<file path="src/rtl/lau_pkg.sv">
// Shared types for the arithmetic library: performance selector and divider FSM states.
package lau_pkg;

    typedef enum logic {
        SLOW,
        FAST
    } speed_e;

    typedef enum logic [1:0] {
        IDLE,
        BUSY,
        DONE
    } divstate_e;

endpackage

</file>
<file path="src/rtl/Add.sv">
// Library adder: S = A + B + CI, modulo 2**width.
// FAST maps to the tool's adder; SLOW spells out a plain ripple chain.
module Add
    import lau_pkg::*;
#(
    parameter int unsigned width = 8,
    parameter speed_e      speed = FAST
) (
    input  logic [width-1:0] A,
    input  logic [width-1:0] B,
    input  logic             CI,
    output logic [width-1:0] S
);

    generate
        if (speed == FAST) begin : g_fast
            assign S = A + B + width'(CI);
        end else begin : g_ripple
            always_comb begin
                logic c;
                c = CI;
                S = '0;
                for (int unsigned i = 0; i < width; i++) begin
                    S[i] = A[i] ^ B[i] ^ c;
                    c    = (A[i] & B[i]) | (c & (A[i] ^ B[i]));
                end
            end
        end
    endgenerate

endmodule

</file>
<file path="src/rtl/div_step_uns.sv">
// One radix-2 restoring division step: trial-subtract the divisor from the shifted
// partial remainder and keep the difference only when it is non-negative.
module div_step_uns
    import lau_pkg::*;
#(
    parameter int unsigned widthY = 8,
    parameter speed_e      speed  = FAST
) (
    input  logic [widthY:0]   rem_in,
    input  logic [widthY-1:0] y,
    output logic [widthY-1:0] rem_out,
    output logic              qbit
);

    logic [widthY:0] diff;

    Add #(
        .width (widthY + 1),
        .speed (speed)
    ) u_add (
        .A  (rem_in),
        .B  (~{1'b0, y}),
        .CI (1'b1),
        .S  (diff)
    );

    // rem_in <= 2*y-1, so rem_in - y always fits the signed widthY+1 range and
    // the top bit of diff is an exact sign.
    assign qbit    = ~diff[widthY];
    assign rem_out = qbit ? diff[widthY-1:0] : rem_in[widthY-1:0];

endmodule

</file>
<file path="src/rtl/div_rem_uns_seq.sv">
// Sequential unsigned divider, one quotient bit per cycle (radix-2 restoring),
// with valid/ready handshakes on operands and result.
module div_rem_uns_seq
    import lau_pkg::*;
#(
    parameter int unsigned widthA = 16,
    parameter int unsigned widthY = 8,
    parameter speed_e      speed  = FAST
) (
    input  logic              CLK,
    input  logic              RST,
    input  logic              InValid,
    output logic              InReady,
    input  logic [widthA-1:0] A,
    input  logic [widthY-1:0] Y,
    output logic              OutValid,
    input  logic              OutReady,
    output logic [widthA-1:0] Q,
    output logic [widthY-1:0] R,
    output logic              DivZero
);

    localparam int unsigned     CW   = $clog2(widthA + 1);
    localparam logic [CW-1:0]   LAST = CW'(widthA - 1);

    divstate_e         state;
    logic [widthY-1:0] ycur;
    logic [widthY-1:0] rem;
    logic [widthA-1:0] quo;
    logic [CW-1:0]     cnt;
    logic [widthY:0]   shifted;
    logic [widthY-1:0] nrem;
    logic              qbit;

    // The stored remainder is always < Y, so the widthY+1-bit partial remainder
    // only materialises as the shifted trial operand.
    assign shifted = {rem, quo[widthA-1]};

    div_step_uns #(
        .widthY (widthY),
        .speed  (speed)
    ) u_step (
        .rem_in  (shifted),
        .y       (ycur),
        .rem_out (nrem),
        .qbit    (qbit)
    );

    always_ff @(posedge CLK) begin
        if (RST) begin
            state    <= IDLE;
            InReady  <= 1'b1;
            OutValid <= 1'b0;
            Q        <= '0;
            R        <= '0;
            DivZero  <= 1'b0;
            cnt      <= '0;
            ycur     <= '0;
            rem      <= '0;
            quo      <= '0;
        end else begin
            case (state)
                IDLE: begin
                    if (InValid && InReady) begin
                        InReady <= 1'b0;
                        if (Y != '0) begin
                            ycur    <= Y;
                            quo     <= A;
                            rem     <= '0;
                            cnt     <= '0;
                            DivZero <= 1'b0;
                            state   <= BUSY;
                        end else begin
                            Q        <= '1;
                            R        <= A[widthY-1:0];
                            DivZero  <= 1'b1;
                            OutValid <= 1'b1;
                            state    <= DONE;
                        end
                    end
                end
                BUSY: begin
                    rem <= nrem;
                    quo <= {quo[widthA-2:0], qbit};
                    cnt <= cnt + CW'(1);
                    if (cnt == LAST) begin
                        Q        <= {quo[widthA-2:0], qbit};
                        R        <= nrem;
                        OutValid <= 1'b1;
                        state    <= DONE;
                    end
                end
                DONE: begin
                    if (OutReady) begin
                        OutValid <= 1'b0;
                        InReady  <= 1'b1;
                        state    <= IDLE;
                    end
                end
                default: state <= IDLE;
            endcase
        end
    end

endmodule
</file>
<file path="config.mk">
export PLATFORM = sky130hd
export DESIGN_NAME = div_rem_uns_seq
export DESIGN_NICKNAME = d
export VERILOG_FILES = /design/src/rtl/lau_pkg.sv /design/src/rtl/Add.sv /design/src/rtl/div_step_uns.sv /design/src/rtl/div_rem_uns_seq.sv
export SDC_FILE = /design/constraint.sdc
export NUM_CORES = 1
export LEC_CHECK = 0
export BUFFER_PORTS_ARGS = -buffer_cell sky130_fd_sc_hd__buf_2
export CAP_MARGIN = 25
export CORE_AREA = 4 4 80 82
export DETAILED_ROUTE_END_ITERATION = 12
export DIE_AREA = 0 0 84 86
export GPL_TIMING_DRIVEN = 1
export HOLD_SLACK_MARGIN = 0.05
export PLACE_DENSITY_LB_ADDON = 0.05
export REMOVE_ABC_BUFFERS = 1
export SYNTH_ARGS = -nofsm -noshare
export SYNTH_HDL_FRONTEND = slang
export SYNTH_HIERARCHICAL = 1
export SYNTH_SLANG_ARGS = --single-unit
export TNS_END_PERCENT = 1
</file>
<file path="constraint.sdc">
create_clock -name CLK -period 4.8 [get_ports CLK]
set_clock_uncertainty 0.1 [all_clocks]
set_input_delay 0.96 -clock CLK [delete_from_list [all_inputs] [get_ports CLK]]
set_output_delay 0.96 -clock CLK [all_outputs]
set_load 0.02 [all_outputs]
</file>
# After elaboration in Yosys (flattened, before gate mapping)
# Cells that the tools add are included.
[totals]
wordCells = 68
ff_bits = 66
in_bits = 28
output_inout_bits = 27
[op_classes]
reduce_logical = 13
bitwise = 2
n_mux = 32
addsub = 3
eq_ne = 8
[op_table]
columns = ["operator", "n"]
rows = [
  ["16-bit 2-to-1 mux", 5],
  ["16-bit case mux with 2 select lines", 2],
  ["8-bit 2-to-1 mux", 6],
  ["8-bit case mux with 2 select lines", 2],
  ["3-bit AND reduction", 4],
  ["5-bit 2-to-1 mux", 2],
  ["2-bit inequality test (second input constant)", 5],
  ["5-bit case mux with 2 select lines", 1],
  ["9-bit by 1-bit adder with 9-bit output (second input constant)", 1],
  ["9-bit adder", 1],
  ["8-bit NOT with 9-bit output", 1],
  ["2-bit 2-to-1 mux", 4],
  ["8-bit nonzero test", 1],
  ["1-bit 2-to-1 mux", 7],
  ["2-bit case mux with 3 select lines", 1],
  ["5-bit by 1-bit adder with 5-bit output (second input constant)", 1],
  ["5-bit by 4-bit equality test with 1-bit output (second input constant)", 1],
  ["5-bit AND reduction", 1],
  ["4-bit AND reduction", 1],
  ["2-bit nonzero test", 2],
  ["1-bit case mux with 3 select lines", 1],
  ["3-bit nonzero test", 1],
  ["2-bit by 1-bit equality test with 1-bit output (second input constant)", 1],
  ["2-bit equality test (second input constant)", 1],
  ["5 further kinds", 5],
]

# Logic depth before layout (Yosys ltp)
# Gate-level depths: netlist (run 1).
[logic_depth]
word_depth = 6
mapped_depth = 12
mapped_depth_nobuf = 11

# Modules after synthesis
# The synthesis (run 1) kept the hierarchy.
[by_module_without_submodules]
columns = ["mod", "instances", "cells_per_inst", "seq_area_each_um2", "area_each_um2"]
rows = [
  ["div_rem_uns_seq", 1, 290, 1321.3, 2842.7],
  ["Add", 1, 41, 0.0, 352.8],
  ["div_step_uns", 1, 19, 0.0, 168.9],
]

# Worst setup path after synthesis (run 1)
# Ideal clock, no wire load.
[synth_timing]
path_kind = "register to register"
start = "reg ycur[0]"
end = "reg R[0]"
stages_incl_launch_ff = 13
t_required_ns = 4.568
setup_time_ns = 0.132
path_buffers = 1
slack_ns = 1.880
arrival_ns = 2.688
synth_period_minus_slack_ns = 2.920
path_cell_list = "dfxtp_1 > inv_1 > fa_1 > fa_1 > a21o_2 > a21oi_2 > o31ai_2 > xnor2_1 > buf_6 > mux2_4 > and2_1 > a211oi_1 > nor3_1"
[synth_between]
elab_chain_cells = 6
[synth_lines]
columns = ["item", "line", "rtl"]
rows = [
  ["start, declared", "div_rem_uns_seq.sv:27", "logic [widthY-1:0] ycur;"],
  ["start signal, assigned", "div_rem_uns_seq.sv:58", "ycur <= '0;"],
  ["start signal, assigned", "div_rem_uns_seq.sv:67", "ycur <= Y;"],
  ["8-bit NOT with 9-bit output", "div_step_uns.sv:22", ".B (~{1'b0, y}),"],
  ["9-bit adder", "Add.sv:17", "assign S = A + B + width'(CI);"],
  ["9-bit by 1-bit adder with 9-bit output", "Add.sv:17", ""],
  ["named net u_step.diff[8]", "div_step_uns.sv:15", "logic [widthY:0] diff;"],
  ["8-bit 2-to-1 mux", "div_step_uns.sv:30", "assign rem_out = qbit ? diff[widthY-1:0] : rem_in[widthY-1:0];"],
  ["named net nrem[0]", "div_rem_uns_seq.sv:32", "logic [widthY-1:0] nrem;"],
  ["8-bit 2-to-1 mux", "div_rem_uns_seq.sv:86", "if (cnt == LAST) begin"],
  ["8-bit case mux with 2 select lines", "div_rem_uns_seq.sv:62", "case (state)"],
  ["end signal, assigned", "div_rem_uns_seq.sv:75", "R <= A[widthY-1:0];"],
  ["end signal, assigned", "div_rem_uns_seq.sv:88", "R <= nrem;"],
  ["end, declared", "div_rem_uns_seq.sv:19", "output logic [widthY-1:0] R,"],
]
# The timed path passes the listed nets, and every way through them passes these cells. The select of a mux whose other input is x is not followed.
# A chain may end at the register's enable or synchronous reset.

# Worst setup path after layout (run 1)
# Ends and elaborated chain as after synthesis.

==> results of run 1 <==
critical path: stages (launching register included):
cell,delay [ns]
dfxtp_1,0.33
inv_1,0.05
fa_1,0.45
fa_1,0.42
a21o_2,0.23
a21oi_2,0.21
o31ai_2,0.10
xnor2_1,0.14
buf_4,0.22
mux2_4,0.31
and2_1,0.15
a211oi_1,0.18
nor3_1,0.07
flip-flops by register name, summed over array words and instances, names as in the netlist:
register and flops:
quo 16, R 8, cnt 5, OutValid 1, Q 16, rem 8, DivZero 1, state 2
InReady 1, ycur 8
stage by stage:
| stage | hold slack [ns] | cell area (um^2) | cells |
|---|---|---|---|
| CTS | 0.383 | 3800 | 474 |
| global placement | 0.345 | 3610 | 457 |
| finish | 0.379 | 3820 | 475 |
| detailed placement | 0.373 | 3620 | 458 |
| floorplan | 0.355 | 3210 | 324 |
| global route | 0.412 | 3820 | 475 |
per-layer routing:
layer  vias up  global-route usage, %  part of all wire, %
li1       1379                      -                    -
met1      1330                   27.7                   46
met2        65                   35.6                   48
met3         9                   3.55                  4.9
met4         0                   8.63                  1.3
met5         -                      0                    0
area by class of cell:
cell class	count	area, um^2	area share [%]
Inverter	13	48.8	1.28
Clock buffer	12	155	4.06
Clock inverter	4	26.3	0.688
Tap cell	75	93.8	2.46
Sequential cell	66	1320	34.6
Timing Repair Buffer	60	328	8.58
Multi-Input combinational cell	245	1850	48.3
cell usage after synthesis, types with 2 or more instances:
cell type   n
nand2_1    26
ha_1        9
dfxtp_1    66
xor2_1      3
a211oi_1    9
buf_1       2
o21a_1      2
nor3_1     13
a221oi_1    9
a31o_2      7
and2_1     10
nor2b_1     2
inv_1      12
buf_6       4
o221a_2    16
a31o_1     10
a2111oi_0   4
xnor2_1     5
a31oi_1     8
nor2_1     43
clkbuf_1   10
mux2i_1     9
buf_2       6
o21ai_0     4
a21oi_1    13
nand3_1     4
nand2b_1    2
nor4_4      2
buf_4       5
a2111oi_2   4
mux2_4      8
fa_1        2
placed cells by master, fill, tap and decap left out, drive strengths merged, types with 4 or more instances in the layout:
cell type  Yosys  routed
a211oi        10      10
nor3          13      13
nand3          4       4
clkbuf        10      12
a221oi         9       9
and2          10      10
nor2          43      43
a31oi          8       8
nand2         26      26
a21oi         14      14
a2111oi        8       8
clkinv         1       4
o221a         16      16
buf           17      60
ha             9       9
dfxtp         66      66
xnor2          5       5
mux2           8       8
mux2i          9       9
inv           12      12
o21ai          4       4
a31o          17      17
cells by family (layout without fill, tap and decap cells):
family / after synthesis / in the layout / synth area share, %
compound gates: 98 / 98 / 25.3
other cells: 1 / 2 / 0.111
xor+xnor: 8 / 8 / 2.08
buf+inv: 40 / 89 / 6.14
mux: 17 / 17 / 6.25
flops: 66 / 66 / 39.3
simple gates: 109 / 109 / 16.3
fa+ha+maj: 11 / 11 / 4.54
path summary, 6_finish.rpt:
check / to / slack [ns] / depth (start not counted)
worst max-delay path: R[0] / 1.69 / 12
worst min-delay path: DivZero / 0.38 / 2
worst max register to register: R[0] / 1.69 / 12
worst min register to register: DivZero / 0.38 / 2
power by group:
part,leakage [uW],internal [uW],switching (uW)
Clock,0.0000924,215,211
Combinational,0.000976,248,223
Sequential,0.000537,580,28.7
==> results, run 1 <==
- The synthesized flop and latch total is 66.
- In the routed layout, each cell is associated on average with a via count of ~5.9.
- The setup path with the least slack is of type register to register.
- The total number of yosys warnings is 6.
- Entering global routing, the biggest net connects 54 pins.
- The initial antenna violation count came to 0.
- After routing, the total negative slack on setup checks comes to 0 ns.
- The max-capacitance violation count is 0.
- The clock tree from TritonCTS is built.
- The cell area that synthesis handed to floorplanning was ~0.0034 mm^2.
- The routed length per instance is ~16 um.
- The via count is 2783.
- The remaining antenna violation count is 0.
- The cell taking the most area after synthesis is dfxtp_1.
- After detailed routing, the number of remaining DRC violations is 0.
- The maximum level of the CTS H-tree is 3.
- The hold violation total from the final report is 0.
- At the worst endpoint, the required time is ~5 ns.
- Setup repair after global routing left no endpoint under its margin.
- The hold path startpoint is DivZero.
- Clock-pin slew was measured on the worst setup and hold paths at ~0.070 ns.
- The routed design could run at a clock period as short as around 3.1 ns.
- For this run the aggregate overflow at the end of global routing stands at 0.
- The root buffer cell is clkbuf_8.
- At the pin with the least slew margin, the transition time is 0.677 ns.
- Along the worst path, the maximum fanout reaches 9.
- The region available for standard cell placement spans about 0.0057 mm^2.
- The total routing usage reported by global routing is 21.4%.
- The design draws roughly 1500 uW.
- The filler cells instantiated in the layout total ~480.
- At the end of routability-driven placement, the weighted congestion stood at ~0.74.
- Setup violations remaining at the end of the flow were counted as 0.
- STA classifies the critical path endpoint as a register.
- For this block, the routed nets add up to approximately 7400 um of wire.
- Cells fill 66.5% of the core in the end.
- In the synthesized netlist the dominant register cell turns out to be dfxtp_1.
- The worst reg2reg path startpoint is ycur[0].
- The number of clock sinks is 66.
- The average cell area after synthesis is about 9.6 um^2.
- The number of max-slew violations in the final report is 0.
- The worst setup path startpoint is ycur[0].
- The number of cells produced by synthesis is 350.
- Once the floorplan was initialized, standard cells occupied between 50% and 60% of the core.
- The worst endpoint data arrival time is about 3.2 ns.
- The sequential share of the synthesized area is between 30% and 40%.
- The ratio of cells with drive above 1 in the final layout is a little under a third.
- The number of gates resized after CTS was 0.
- The repair_antennas step left the layout with diodes totalling 0.
- The worst-case IR drop observed on VDD is 224 uV.
- The power density normalized to cell area is roughly 390 mW/mm^2.
- STA classifies the critical path startpoint as a register.
- The count of pins on the block boundary is 55.
- The final critical-path setup slack is ~1.7 ns.
- After the last flow step, the layout net total stands at 434.
- Timing would allow up to around 0.32 GHz.
- After layout, the worst path uses between 60% and 70% of the clock period.
- The area added between synthesis and finish is 13.5%.
- The global-route wire length before repair is about 13000 um.
- In this run the static leakage power is 0.00160 uW.
- The number of enable-type register cells in the synthesized netlist is 0.
- The number of search-and-repair iterations in the first detailed-routing pass is 4.
- The max-slew headroom at the worst pin is 54.9%.
- The via count of the first global-routing pass is between 2k and 3k.
- After synthesis, the netlist uses 53 different library cells.
- The row count is 28.
- Clock latency on the worst-skew pair, taken at its later pin, is around 0.34 ns.
- The path category of the worst min-delay check is register to register.
- The deepest clock path buffer count is 2.
- The DRC violation total after the first TritonRoute iteration is ~240.
- The wire-length estimate of the detail-placed layout is about 5000 um.
- The number of hold buffers added after CTS is 0.
- Timing analysis after detailed placement gives a worst setup slack of about 1.7 ns.
- The floorplan step defined a die boundary enclosing approximately 0.0072 mm^2.
- By area the synthesized netlist is led by dfxtp_1 (39%), o221a_2 (5.4%), nor2_1 (4.8%), mux2_4 (3.6%), ha_1 (3.3%).
- The number of clock buffers added by TritonCTS is 9.
- The y dimension of the die is 86 um.
- The count of buffers added by post-CTS timing repair for setup is 0.
- The synthesized design devotes to its leading area cell type around two fifths of total area.
- The async set-reset flop share out of synthesis is 0%.
- The flow ran to the end, and the final reports show no timing, DRC or antenna violations.
- During placement, the flow inserted port buffers numbering 54.
- From left edge to right edge, the die measures 84 um.
Power figures use the tool's default switching activity.
==> inputs of run 2 (changes only) <==
--- a/config.mk
+++ b/config.mk
@@ -7,9 +7,9 @@
 export LEC_CHECK = 0
 export BUFFER_PORTS_ARGS = -buffer_cell sky130_fd_sc_hd__buf_2
 export CAP_MARGIN = 25
-export CORE_AREA = 4 4 80 82
+export CORE_AREA = 4 4 87 89
 export DETAILED_ROUTE_END_ITERATION = 12
-export DIE_AREA = 0 0 84 86
+export DIE_AREA = 0 0 91 93
 export GPL_TIMING_DRIVEN = 1
 export HOLD_SLACK_MARGIN = 0.05
 export PLACE_DENSITY_LB_ADDON = 0.05
==> constraint.sdc (replaced) <==
create_clock -name CLK -period 2.6 [get_ports CLK]
set_clock_uncertainty 0.1 [all_clocks]
set_input_delay 0.52 -clock CLK [delete_from_list [all_inputs] [get_ports CLK]]
set_output_delay 0.52 -clock CLK [all_outputs]
set_load 0.02 [all_outputs]
==> run 2 against run 1 <==
Effect of this change:
- largest cell class unchanged
- the flow now finishes with violations (setup timing)
- worst setup slack worse by 1.9 ns
- combinational power is 120% higher
- critical endpoint is now R[4]
- highest routed layer unchanged
- critical path depth stayed put
==> results, run 2 (same netlist as run 1, synthesis figures left out) <==
- The flow ran to the end, but the final reports show violations.
- The final reports fail on setup timing.
- The setup slack of the worst register-to-register path is -0.19 ns.
- In this run, the clock network consumes between 20% and 30% of the power.
- The per-cell via count in the routed design is approximately 5.7.
- For the final routed database, the setup TNS stands at -2.69 ns.
- In the final layout, the share of cells above drive strength 1 is approximately 40%.
- The initial antenna violation count was 0.
- The path category of the worst min-delay check is input port to register.
- Summed over all nets, wire length on met2 after detailed routing comes to just over 4000 um.
- The initial core utilization is around half.
- The root buffer cell is clkbuf_8.
- The internal portion of the total power is 2070 uW.
- The cell occurring most often along the worst timing path is fa_2.
- The number of hold buffers added after CTS is 0.
- The worst reg2reg path startpoint is ycur[0].
- Walking the worst path, the cells encountered are inv_2 -> fa_2 -> fa_2 -> a21o_2 -> a21oi_4 -> o31ai_2 -> xnor2_1 -> buf_4 -> mux2_4 -> and2_4 -> a211oi_2 -> nor3_1.
- Summed over all nets, wire length on met3 after detailed routing comes to 298 um.
- The first global-routing pass estimated approximately 13000 um of wire.
- Counting both buffers and inverters, the worst setup path holds a total of 2.
- The static leakage is roughly 0.0017 uW.
- The max-slew headroom at the worst pin is 49.1%.
- The deepest clock path buffer count is 2.
- The largest incremental delay on the critical path is 0.35 ns.
- TritonCTS created 9 clock buffers.
- The endpoint kind of the worst setup timing path is a register.
- After layout, the worst path uses 107% of the clock period.
- STA classifies the critical path startpoint as a register.
- The logic depth of the worst setup path including buffers is 12.
- Data on the critical path arrives at its endpoint at 2.93 ns.
- Of all nets on the critical path, the largest fanout is 5.
- Counting cells, the worst reg-to-reg path comes to 12.
- The global-route congestion overflow total is 0.
- The minimum hold slack is roughly 0.33 ns.
- The y dimension of the die is around 93 um.
- The final-stage net count is around 450.
- The via count of the first global-routing pass is about 2.7k.
- Counting every sink on the clock net gives 66.
- For the finished layout, the period the worst path requires is between 2 and 3 ns.
- The remaining antenna violation count is 0.
- Leaving out fill and tap cells, the most frequent cell in the layout is dfxtp_1.
- The worst setup path startpoint is ycur[0].
- Setup repair after global routing could not meet its margin everywhere.
- Fill cells in the final layout number 583.
- The required arrival time at the worst endpoint is around 2.7 ns.
- Setup slack on the critical path of the routed design comes to -0.195 ns.
- Of the total power, combinational logic draws between 30% and 40%.
- The worst setup path endpoint is R[4].
- The hold violation total from the final report is 0.
- The worst-path cell with the longest stage delay is fa_2.
- The clock transition at the registers of the reported paths is 0.08 ns.
- The worst register-to-register path ends at R[4].
- The first routing iteration left between 100 and 150 violations.
- The area growth from synthesis to layout is 21.2%.
- Global routing used between 10% and 20% of the available tracks across all layers.
- The first detailed-routing pass took 5 iterations.
- The top layer used by detailed routing is met4.
- The relative contribution of sequential cells to total power is 37.1%.
- For the pin with the worst max-slew slack, the measured transition is approximately 0.76 ns.
- The number of setup violations in the final report is 17.
- The number of max-slew violations in the final report was 0.
- The cell family contributing the most delay on the critical path is adder cells.
- Detailed placement ended at an HPWL of ~5700 um.
- The max-capacitance violation count is 0.
- The diode insertion count for antenna repair is 0.
- The clock reaches the later pin of the worst-skew pair after around 0.35 ns.
- The total length of routed wires is between 8000 and 9000 um.
- The routed metal-1 wire length is between 3000 and 4000 um.
- The floorplan step defined a die boundary enclosing about 0.0085 mm^2.
- For this design the top-level I/O count stands at between 50 and 60.
- In this run the tool buffered the top-level ports with 54 buffer cells.
- In the final layout, the registers with the most flip-flops are Q x16, quo x16.
- Summed over all nets, the switching power comes to between 900 and 1000 uW.
- Net switching is a little under a third of the power.
- The maximum operating frequency is 0.358 GHz.
- The clock tree from TritonCTS is built.
- The post-route DRC violation count is 0.
- The area of the core region is 0.00676 mm^2.
- Row generation in the floorplan step produced 30 rows.
- Power spread over the standard cell area amounts to roughly 740 mW/mm^2.
- At the end of routability-driven placement, the weighted congestion stood at between 0.8 and 0.9.
- The library cells used most frequently in the layout, excluding fill and tap cells, are dfxtp_1 (64), buf_2 (54), nor2_1 (43), nand2_1 (26), buf_4 (23).
- Entering global routing, the biggest net connects 36 pins.
- The detailed router placed between 2k and 3k vias in this run.
- The H-tree generated during clock tree synthesis spans 3 levels.
- The routed length per instance is roughly 17 um.
- The maximum vdd ir drop is between 400 and 500 uV.
- The critical path start-end classification is register to register.
- Measured along the x axis, the die boundary spans approximately 91 um.
==> run 2: worst min-delay path by stage <==
stage | start | to | slack [ns] | cells after the start
global placement | DivZero | DivZero | 0.35 | 2
global route | OutReady | OutValid | 0.33 | 2
detailed placement | DivZero | DivZero | 0.36 | 2
CTS | OutReady | OutValid | 0.31 | 2
floorplan | cnt[4] | cnt[4] | 0.36 | 2
finish | OutReady | OutValid | 0.33 | 2
==> run 2: area by class of cell <==
type / count / area [um^2] / share of cell area, %
multi-input combinational: 245 / 1940 / 47.6
sequential: 66 / 1320 / 32.5
timing repair buffer: 78 / 463 / 11.4
clock buffer: 9 / 124 / 3.04
tap: 80 / 100 / 2.45
clock inverter: 7 / 78.8 / 1.93
inverter: 13 / 48.8 / 1.20
==> run 2: worst reg2reg max path, delay by kind of cell (launching register included) <==
family,cells,cell delay [ns]
AND/OR/NAND/NOR,2,0.21
flip-flops,1,0.34
XOR/XNOR,1,0.21
adder cells (fa/ha/maj),2,0.70
AO/OA/AOI/OAI,4,0.57
multiplexers,1,0.30
buffers and inverters,2,0.26
==> run 2: routing by layer <==
layer  global-route usage, %  vias to the layer above
li1                        -                     1417
met1                    25.6                     1370
met2                    32.1                       61
met3                    4.18                       12
met4                    7.41                        0
met5                       0                        -
==> run 2: what timing repair did <==
item / in CTS / in global routing
pin swaps: 14 / 3
setup buffers: 1 / 0
gates cloned: 1 / 0
setup endpoints to repair: 18 / 18
resized for setup: 23 / 3
==> run 2: through the flow <==
stage	area [um^2]	setup WS, ns	utilization [%]	std cells	power, uW
global placement	3760	-0.320	55.7	480	2040
floorplan	3210	-0.798	-	324	1820
global route	4080	-0.338	60.4	498	3190
CTS	4060	-0.255	60.1	498	3040
detailed placement	3760	-0.404	55.7	480	2050
finish	4080	-0.195	60.4	498	3040
==> run 2: power by group through the flow <==
stage	logic [uW]	registers [uW]	clock network, uW
after floorplan	685	1130	0
after global placement	896	1150	0
after detailed placement	904	1150	0
after CTS	1010	1130	907
after global routing	1100	1130	954
final	1020	1130	889
==> inputs of run 3 (changes only) <==
--- a/config.mk
+++ b/config.mk
@@ -7,9 +7,9 @@
 export LEC_CHECK = 0
 export BUFFER_PORTS_ARGS = -buffer_cell sky130_fd_sc_hd__buf_2
 export CAP_MARGIN = 25
-export CORE_AREA = 4 4 87 89
+export CORE_AREA = 4 4 91 85
 export DETAILED_ROUTE_END_ITERATION = 12
-export DIE_AREA = 0 0 91 93
+export DIE_AREA = 0 0 95 89
 export GPL_TIMING_DRIVEN = 1
 export HOLD_SLACK_MARGIN = 0.05
 export PLACE_DENSITY_LB_ADDON = 0.05
==> run 3 against run 2 <==
Effect of this change:
- the run still ends with setup timing left
- critical path depth is the same
- register-to-register slack gained 0.02 ns
- via count shrank 1.0%
- utilization shrank 1.3 points
- final cell count grew 1.6%
- die area is essentially flat
- total power shrank 1.8%
- worst setup slack gained 0.022 ns
- largest cell class unchanged
==> results, run 3 (same netlist as run 1, synthesis figures left out) <==
- Counting I/O delays and the setup requirement, the final critical path takes approximately 2.8 ns.
- TritonCTS created 9 clock buffers.
- Setup violations remaining at the end of the flow were counted as 16.
- The final critical-path setup slack is -0.173 ns.
- The number of buffers inserted by port buffering is 54.
- The worst setup path startpoint is ycur[0].
- For this run, the detailed router's first-pass iteration total came to 4.
- CTS placed an instance of clkbuf_8 at the clock tree root.
- The logic depth of the worst setup path including buffers is 12.
- Leaving out fill and tap cells, the most frequent cell in the layout is dfxtp_1.
- The tool flagged a number of max-cap violations equal to 0.
- At the later pin of the worst-skew pair, clock insertion delay measures roughly 0.33 ns.
- Sequential cells account for approximately 38% of the total power.
- The post-route DRC violation count is 0.
- The number of max-slew violations in the final report came to 0.
- On the worst path, the slowest cell contributes a delay of approximately 0.36 ns.
- The deepest clock path buffer count is 2.
- Setup repair after global routing could not meet its margin everywhere.
- The floorplan has 29 rows.
- Excluding fillers, the count of instances in the completed layout stands at about 500.
- The internal power of the cells totals ~2100 uW.
- The clock transition at the registers of the reported paths is around 0.070 ns.
- Pin placement for this block handled between 50 and 60 I/O pins.
- The worst reg2reg path startpoint is ycur[0].
- The HPWL after detailed placement is between 5000 and 6000 um.
- The initial core utilization is between 40% and 50%.
- In this run the tightest slew margin relative to its limit is between 40% and 50%.
- The worst-path cell with the longest stage delay is fa_2.
- The congestion estimate from routability-driven global placement came to ~0.81.
- The maximum vdd ir drop is ~450 uV.
- The total length of routed wires is 8250 um.
- The net switching fraction of the power is a little under a third.
- The die is about 89 um tall.
- The cell occurring most often along the worst timing path is fa_2.
- Clock tree synthesis found a total of 66 sinks.
- The post-route total power is approximately 3000 uW.
- The power density normalized to cell area is around 740 mW/mm^2.
- The min-delay analysis places its worst path in the category input port to register.
- The final cell utilization of the core is around 59%.
- The final cycle utilization of the critical path is 107%.
- The count of buffer and inverter cells on the critical path is 2.
- The final reports fail on setup timing.
- Global routing consumed, over all layers together, roughly a fifth of the routing resources.
- The top cell family by delay on the critical path is adder cells.
- Along the worst path, the maximum fanout reaches 5.
- In this run the standard cell core region covers 0.00682 mm^2.
- In the final layout, the registers with the most flip-flops are Q x16, quo x16.
- The hold violation total from the final report came to 0.
- The die extent in x is 95 um.
- In this run the critical register-to-register path is captured at R[4].
- TritonCTS built the clock tree.
- The fraction of power consumed by combinational cells is roughly a third.
- The number of hold buffers added after CTS is 0.
- The DRC violation total after the first TritonRoute iteration is 126.
- For the worst setup path, the data required time is between 2 and 3 ns.
- In the routed layout, each cell is associated on average with a via count of 5.59.
- The worst setup path is captured at a register.
- The global-route wire length before repair is approximately 13000 um.
- At the placement stage, the worst setup path has a slack of -0.391 ns.
- For the worst setup path, the data arrival time is approximately 2.9 ns.
- The aggregate negative setup slack is -2.34 ns.
- In this run the worst setup path terminates at R[4].
- The static leakage is around 0.0017 uW.
- The routed length per instance is 16.3 um.
- Compared with the post-synthesis result, the final layout area differs by 19.8%.
- In the layout the commonest cells are dfxtp_1 (64), buf_2 (55), nor2_1 (43), nand2_1 (26), buf_4 (19).
- The global-route congestion overflow total is 0.
- Of the total power, the clock network draws between 20 and 30%.
- The final-stage net count is 449.
- The detailed router placed between 2k and 3k vias in this run.
- The diode insertion count for antenna repair is 0.
- Traced cell by cell, the critical path runs through inv_2 -> fa_2 -> fa_2 -> a21o_2 -> a21oi_2 -> o31ai_2 -> xnor2_1 -> buf_4 -> mux2_4 -> and2_4 -> a211oi_2 -> nor3_1.
- The worst setup path is of the register to register kind.
- The worst register-to-register path has a depth of 12.
- For this run, the top clock speed supported by timing is about 0.36 GHz.
- Cells with a size suffix above 1 make up 39.0% of the layout.
- The maximum level of the CTS H-tree is 3.
- The via count of the first global-routing pass is about 2.8k.
- The switching power summed over all nets is around 900 uW.
- The setup slack of the worst register-to-register path is -0.17 ns.
- The die covers ~0.0085 mm^2.
- The transition time at the pin with the least slew margin is between 0.7 and 0.8 ns.
- The pin count of the biggest net entering global routing is 36.
- The remaining antenna violation count is 0.
- The flow ran to the end, but the final reports show violations.
- The number of placed instances with taps included is between 400 and 500.
- The initial antenna violation count was 0.
- The startpoint type of the worst setup path is a register.
==> run 3: cell count changes in the layout (fill, tap and decap cells not counted), moves of 2 or more <==
cell	before	now
clkinv_2	0	2
clkinv_4	2	0
clkbuf_8	9	11
buf_4	23	19
clkinvlp_4	3	0
==> run 3: cell type report <==
class                      count  area [um^2]
clock buffer                  11          151
clock inverter                 3         40.0
fill                         669         2790
inverter                      13         48.8
multi-input combinational    245         1920
sequential                    66         1320
tap                           93          116
timing repair buffer          75          429
==> run 3: how the worst min path moves through the flow <==
stage              from  slack [ns]        to  cells past startpoint
6_report       OutReady        0.34  OutValid                      2
4_1_cts        OutReady        0.33  OutValid                      2
3_5_place_dp    DivZero        0.35   DivZero                      2
5_1_grt        OutReady        0.34  OutValid                      2
3_3_place_gp    DivZero        0.34   DivZero                      2
2_1_floorplan    cnt[4]        0.36    cnt[4]                      2
==> run 3: metal layers <==
| metal | global-route usage, % | vias to the layer above | routed length, um |
|---|---|---|---|
| met4 | 5.64 | 0 | 70 |
| met5 | 0 | - | 0 |
| met2 | 32.1 | 67 | 3820 |
| met3 | 4.55 | 6 | 350 |
| met1 | 27.8 | 1354 | 4010 |
| li1 | - | 1404 | - |
==> run 3: power groups by stage <==
| stage | clock (uW) | combinational (uW) | sequential [uW] |
|---|---|---|---|
| final | 865 | 992 | 1130 |
| after global routing | 929 | 1090 | 1130 |
| after CTS | 888 | 975 | 1120 |
| after detailed placement | 0 | 904 | 1150 |
| after global placement | 0 | 892 | 1150 |
| after floorplan | 0 | 685 | 1130 |
==> run 3: metrics by stage <==
| step | hold slack [ns] | instance area (um^2) |
|---|---|---|
| after detailed placement | 0.350 | 3740 |
| after floorplan | 0.355 | 3210 |
| after global routing | 0.339 | 4030 |
| after global placement | 0.341 | 3730 |
| final | 0.338 | 4030 |
| after CTS | 0.326 | 4010 |
==> run 3: what timing repair did <==
action	CTS	global route
resized for setup	20	5
setup buffers	1	1
endpoints found under the setup margin	18	18
cloned	1	0
pin swaps	14	6
